[config.mk]
export PLATFORM = sky130hd
export DESIGN_NAME = count_monitor
export DESIGN_NICKNAME = d
export VERILOG_FILES = /design/src/rtl/count_monitor.sv
export SDC_FILE = /design/constraint.sdc
export NUM_CORES = 1
export LEC_CHECK = 0
export CORE_MARGIN = 2
export CORE_UTILIZATION = 35
export CTS_BUF_LIST = sky130_fd_sc_hd__clkbuf_2
export CTS_CLUSTER_DIAMETER = 60
export DETAILED_ROUTE_END_ITERATION = 10
export DONT_BUFFER_PORTS = 1
export PLACE_DENSITY_LB_ADDON = 0.15
export SLEW_MARGIN = 20
export SYNTH_ARGS = -nofsm -noshare
export SYNTH_HDL_FRONTEND = slang
export SYNTH_SLANG_ARGS = --single-unit
[constraint.sdc]
create_clock -name clock -period 6.5 [get_ports clock]
set_clock_uncertainty 0.2 [all_clocks]
set_input_delay 1.95 -clock clock [delete_from_list [all_inputs] [get_ports clock]]
set_output_delay 1.95 -clock clock [all_outputs]
set_load 0.01 [all_outputs]
[src/rtl/count_monitor.sv]
// count_monitor: step checker for the 4-bit enable-driven counter.
// Flags illegal steps, counts wraps and serves a four-phase count/wrap snapshot.
module count_monitor #(
    parameter int WIDTH  = 4,
    parameter int WRAP_W = 8
) (
    input  logic              clock,
    input  logic              reset,
    input  logic              enable,
    input  logic              count_rst,
    input  logic [WIDTH-1:0]  count_in,
    input  logic              snap_req,
    input  logic              err_clr,
    output logic              snap_valid,
    output logic [WIDTH-1:0]  snap_count,
    output logic [WRAP_W-1:0] snap_wraps,
    output logic              wrap_pulse,
    output logic              step_err
);

    typedef enum logic {
        S_IDLE,
        S_HOLD
    } state_t;

    state_t              state_q;
    logic [WIDTH-1:0]    prev_count_q, prev_count_d;
    logic                prev_en_q, prev_en_d;
    logic                prev_rst_q, prev_rst_d;
    logic                armed_q, armed_d;
    logic [WRAP_W-1:0]   wraps_q, wraps_d;
    logic                wrap_pulse_q, wrap_pulse_d;
    logic                step_err_q, step_err_d;
    logic                snap_valid_q;
    logic [WIDTH-1:0]    snap_count_q;
    logic [WRAP_W-1:0]   snap_wraps_q;

    logic [WIDTH-1:0]    inc_count;
    logic                err_hit;
    logic                wrap_hit;

    // Step legality, wrap detection and next value of the tracking state
    always_comb begin
        inc_count    = prev_count_q + WIDTH'(1);
        err_hit      = 1'b0;
        if (armed_q) begin
            if (prev_rst_q) begin
                err_hit = (count_in != '0);
            end else if (prev_en_q) begin
                err_hit = (count_in != inc_count);
            end else begin
                err_hit = (count_in != prev_count_q);
            end
        end
        // A counter reset landing on 0 is excluded by the prev_rst term
        wrap_hit     = armed_q && !prev_rst_q && prev_en_q &&
                       (prev_count_q == '1) && (count_in == '0);
        wraps_d      = wraps_q;
        if (wrap_hit && (wraps_q != '1)) begin
            wraps_d = wraps_q + WRAP_W'(1);
        end
        wrap_pulse_d = wrap_hit;
        // A new error beats a simultaneous clear
        step_err_d   = step_err_q;
        if (err_hit) begin
            step_err_d = 1'b1;
        end else if (err_clr) begin
            step_err_d = 1'b0;
        end
        prev_count_d = count_in;
        prev_en_d    = enable;
        prev_rst_d   = count_rst;
        armed_d      = 1'b1;
    end

    // Tracking and status registers
    always_ff @(posedge clock) begin
        if (!reset) begin
            prev_count_q <= '0;
            prev_en_q    <= 1'b0;
            prev_rst_q   <= 1'b0;
            armed_q      <= 1'b0;
            wraps_q      <= '0;
            wrap_pulse_q <= 1'b0;
            step_err_q   <= 1'b0;
        end else begin
            prev_count_q <= prev_count_d;
            prev_en_q    <= prev_en_d;
            prev_rst_q   <= prev_rst_d;
            armed_q      <= armed_d;
            wraps_q      <= wraps_d;
            wrap_pulse_q <= wrap_pulse_d;
            step_err_q   <= step_err_d;
        end
    end

    // Snapshot handshake: capture on request, freeze until request drops
    always_ff @(posedge clock) begin
        if (!reset) begin
            state_q      <= S_IDLE;
            snap_valid_q <= 1'b0;
            snap_count_q <= '0;
            snap_wraps_q <= '0;
        end else begin
            unique case (state_q)
                S_IDLE: begin
                    if (snap_req) begin
                        state_q      <= S_HOLD;
                        snap_valid_q <= 1'b1;
                        snap_count_q <= count_in;
                        snap_wraps_q <= wraps_d;
                    end
                end
                S_HOLD: begin
                    if (!snap_req) begin
                        state_q      <= S_IDLE;
                        snap_valid_q <= 1'b0;
                    end
                end
                default: begin
                    state_q      <= S_IDLE;
                    snap_valid_q <= 1'b0;
                end
            endcase
        end
    end

    assign snap_valid = snap_valid_q;
    assign snap_count = snap_count_q;
    assign snap_wraps = snap_wraps_q;
    assign wrap_pulse = wrap_pulse_q;
    assign step_err   = step_err_q;

endmodule
Yosys cells after proc, flatten, opt, wreduce, memory -nomap -nowiden --
Index checks and enable logic that the tools add are counted.
Word-level totals: flip-flop bits (word level) 31, output and inout bits 15, word-level logic and storage cells 42
Cells by class: $add $sub $neg 2, equal/unequal tests 6, mux-type cells 11, bitwise logic cells 1, reductions and logical operators 11
Operator list (count):
- 1-bit two-way mux | 9
- 8-bit by 1-bit adder with 8-bit output, second input constant | 1
- 8-bit two-way mux | 1
- 4-bit != test | 2
- 8-bit != test, second input constant | 1
- 1-bit logical AND | 5
- 4-bit by 1-bit adder with 4-bit output, second input constant | 1
- 4-bit equality test, second input constant | 1
- 4-bit zero test | 1
- 2-bit != test, second input constant | 2
- 2-bit AND reduction | 2
- 4-bit nonzero test | 1
- 1-bit one-hot mux with 2 select lines | 1
- 2-bit nonzero test | 1
- 1-bit zero test | 1
- 1-bit NOT | 1

Longest topological paths before layout --
depth after elaboration 7, mapped depth 6

Least setup slack after synthesis --
No wires, ideal clock.
path type input-to-reg, start point input count_in[0], end point register snap_wraps_q[3], in the netlist snap_wraps[3], arrival time 3.655 ns, required time 6.226 ns, path slack 2.571 ns, stages 5, path through or4_4 > or3_4 > buf_6 > or4_4 > a31oi_1
On the way: longest elaborated chain between the ends 4
Ends and longest elaborated chain:
- start: declaration | RTL line 11 | input logic [WIDTH-1:0] count_in,
- 4-bit zero test | RTL line 57 | (prev_count_q == '1) && (count_in == '0);
- 1-bit logical AND | RTL line 57
- 1-bit logical AND | RTL line 59 | if (wrap_hit && (wraps_q != '1)) begin
- 8-bit two-way mux | RTL line 59
- end signal: assignment | RTL line 111 | snap_wraps_q <= wraps_d;
- end: declaration | RTL line 36 | logic [WRAP_W-1:0] snap_wraps_q;
Every way passes these cells. A chain may end at the register's enable or synchronous reset.

Final worst setup path --
Same ends and word-level chain as after synthesis.

==> flow_summary.ini <==
[yosys]
post_synth.cell_area_avg_sq_um = 9.50
synth-main-ff-cell = sky130_fd_sc_hd__dfxtp_1
syn_inst = 138
ys_seq_elements = 31
synth-async-reset-ratio = 0
mappedNetlistArea_sq_um = 1310
synthesis.nets = 151
synth.yosys.seq_area_share = 0.473
synth-edff-count = 0
synth-warning-count = 0
yosysUniqueCellTypes = 38

[floorplanning]
floorplan.core_area_sq_um = 3630
floorplan.rows = 22
dieArea_sq_um = 4250
io_pins = 25
y_dimension_of_the_die_microns = 65.2
initial_core_util = 0.361
die_width_microns = 65.2

[power_and_ir_drop]
ir_worst_vdd_mv = 0.122
cell_pwr_density_nw_per_um2 = 231
power.leakage_nw = 0.481

[clocking]
cts_resized = 0
latest_clock_arrival_within_the_worst_skew_pair_ns = 0.36
tritoncts = built
worst_setup_hold_path_clk_slew_ns = 0.15
largest_buffer_count_on_any_clock_path = 2
number_of_sinks_handled_by_clock_tree_synthesis = 31
tritoncts.num_buffers = 5
cts-htree-levels = 2
post_cts_hold_buffer_count = 0
cts_root_buffer = sky130_fd_sc_hd__clkbuf_2
cts.repair_timing.setup_buffer_count = 0

[drt]
drt_wirelength_microns = 2650
drc = 0
antenna_left = 0
drt_iter0_drc = 32
post_drt_wl_per_cell_microns = 14.0
routed_via_count = 1009
detailedRoute.firstPassIterationCount = 4
vias_per_cell = 5.34

[critical_path]
worst_setup_path_end_kind = flip-flop
cp_data_required_time_ns = 6.59
crit_path_frequent_cell = sky130_fd_sc_hd__or4_4
critical_path.n_buffers_inverters = 0
crit_path_top_delay_cell = sky130_fd_sc_hd__or4_4
worstPathCellList = or4_4 -> or3_4 -> or4_4 -> a31oi_1
critical_path_arrival_ns = 3.66
timing.critical_path.max_delay_family = simple AND/OR/NAND/NOR gates
timing.setup.critical_path_class = in -> reg
critical_path.max_fanout = 11
setup.worst_path.start_class = input port
cpPeakStageDelay_ns = 0.56

[finish]
final_common_cell = sky130_fd_sc_hd__dfxtp_1
drive_gt1_frac = 0.106
layout_filler_cell_count = 392
antenna-diode-count = 0
most-common-layout-cells = 31 x sky130_fd_sc_hd__dfxtp_1, 12 x sky130_fd_sc_hd__o21ai_0, 11 x sky130_fd_sc_hd__nor2_1
syn_to_final_growth_pct = 5.15
num-nets-final = 153

[global_routing]
number_of_antenna_violations_at_the_first_check_in_global_routing = 0
overflow = 0
grt_pass1_vias = 927
grt_start_max_net_pins = 22
grt_util_all_layers = 0.139
grt_pass1_wl_microns = 4380

[outcome]
status = finished, final reports clean

[sta]
max_freq_mhz = 280
worst_pin_slew_ns = 0.765
fin_crit_ns = 3.57
worst_slack_ns = 2.93
finalCritPeriodShare = 0.549
setup_repair_after_global_routing_missed_its_margin = no
final_hold_fails = 0
total_count_of_max_transition_violations_in_the_final_report = 0
summed_negative_setup_slack_over_all_endpoints_ns = 0
slew_headroom = 0.490
setup_violators_final = 0

[job]
max_capacitance_violation_total = 0

[placement]
gp_routability_congestion = 0.804
port_buffers = 0
place.detailed.hpwl_microns = 1890
dp_slack_ns = 2.56

[worst_hold_path]
min-delay-path-class = reg -> reg
[state kept, by name, indices dropped and copies added (netlist names)]
name and flops:
snap_wraps 8, snap_valid 1, snap_count 4, state_q 1, wrap_pulse 1, prev_en_q 1, prev_rst_q 1, armed_q 1
wraps_q 8, step_err 1, prev_count_q 4
[worst reg2reg max path: cells and delay by family (launching register included)]
kind            cells  cell delay, ns
simple gates        3            1.16
flops               1            0.40
fa+ha+maj           1            0.19
compound gates      1            0.17
[power by group]
part / internal (mW) / switching [mW]
Clock: 0.0293 / 0.0622
Sequential: 0.198 / 0.00774
Combinational: 0.0105 / 0.0113
Total: 0.238 / 0.0812
[metrics by stage]
step,utilization,instances,area [sq um],hold WS [ns],power [mW]
detailed placement,0.368,181,1340,0.305,0.232
global route,0.379,189,1380,0.344,0.339
global placement,0.368,181,1340,0.309,0.232
CTS,0.379,189,1380,0.317,0.326
floorplan,-,138,1310,0.275,0.228
finish,0.379,189,1380,0.322,0.319
[layout make-up]
type / count / area, sq um / share of cell area
Tap cell: 48 / 60.1 / 0.0436
Multi-Input combinational cell: 97 / 639 / 0.464
Sequential cell: 31 / 621 / 0.450
Inverter: 5 / 18.8 / 0.0136
Clock buffer: 7 / 35.0 / 0.0254
Clock inverter: 1 / 5.00 / 0.00363
[layer usage]
layer  track usage  share of wire  vias up
met5             0              0        -
met4        0.0703          0.021        0
met3        0.0719          0.075        7
met2         0.191           0.44       23
met1         0.177           0.46      468
li1              -              -      511
[synthesized netlist by cell type, types with 4 or more instances]
master | count | area [sq um]
sky130_fd_sc_hd__dfxtp_1 | 31 | 621
sky130_fd_sc_hd__o21ai_0 | 12 | 60.1
sky130_fd_sc_hd__nor2_1 | 11 | 41.3
sky130_fd_sc_hd__a21oi_1 | 7 | 35.0
sky130_fd_sc_hd__a31oi_1 | 6 | 37.5
sky130_fd_sc_hd__and2_1 | 6 | 37.5
sky130_fd_sc_hd__nand2_1 | 6 | 22.5
sky130_fd_sc_hd__inv_1 | 5 | 18.8
sky130_fd_sc_hd__mux2i_1 | 5 | 50.1
sky130_fd_sc_hd__nand3_1 | 4 | 20.0
sky130_fd_sc_hd__nand4_1 | 4 | 25.0
sky130_fd_sc_hd__xor2_1 | 4 | 35.0
[cell families after synthesis]
family                     count (synthesis)  share of synthesized area
adders and majority gates                  3                     0.0286
AOI/OAI and AO/OA                         35                      0.164
and+or+nand+nor                           47                      0.210
buffers and inverters                     10                     0.0391
DFF                                       31                      0.473
xor gates and xnor gates                   7                     0.0468
muxes                                      5                     0.0382
[path summary, 6_finish.rpt]
check / from / endpoint / slack, ns / cells after the start
setup / recovery: count_in[0] / snap_wraps[3]$_SDFFE_PN0P_ / 2.93 / 4
hold / removal: armed_q$_DFF_P_ / step_err$_SDFFE_PN0P_ / 0.32 / 2
setup reg to reg: prev_count_q[0]$_SDFF_PN0_ / snap_wraps[3]$_SDFFE_PN0P_ / 4.31 / 5
hold reg to reg: armed_q$_DFF_P_ / step_err$_SDFFE_PN0P_ / 0.32 / 2
No activity file was read; power rests on OpenSTA's default activity.
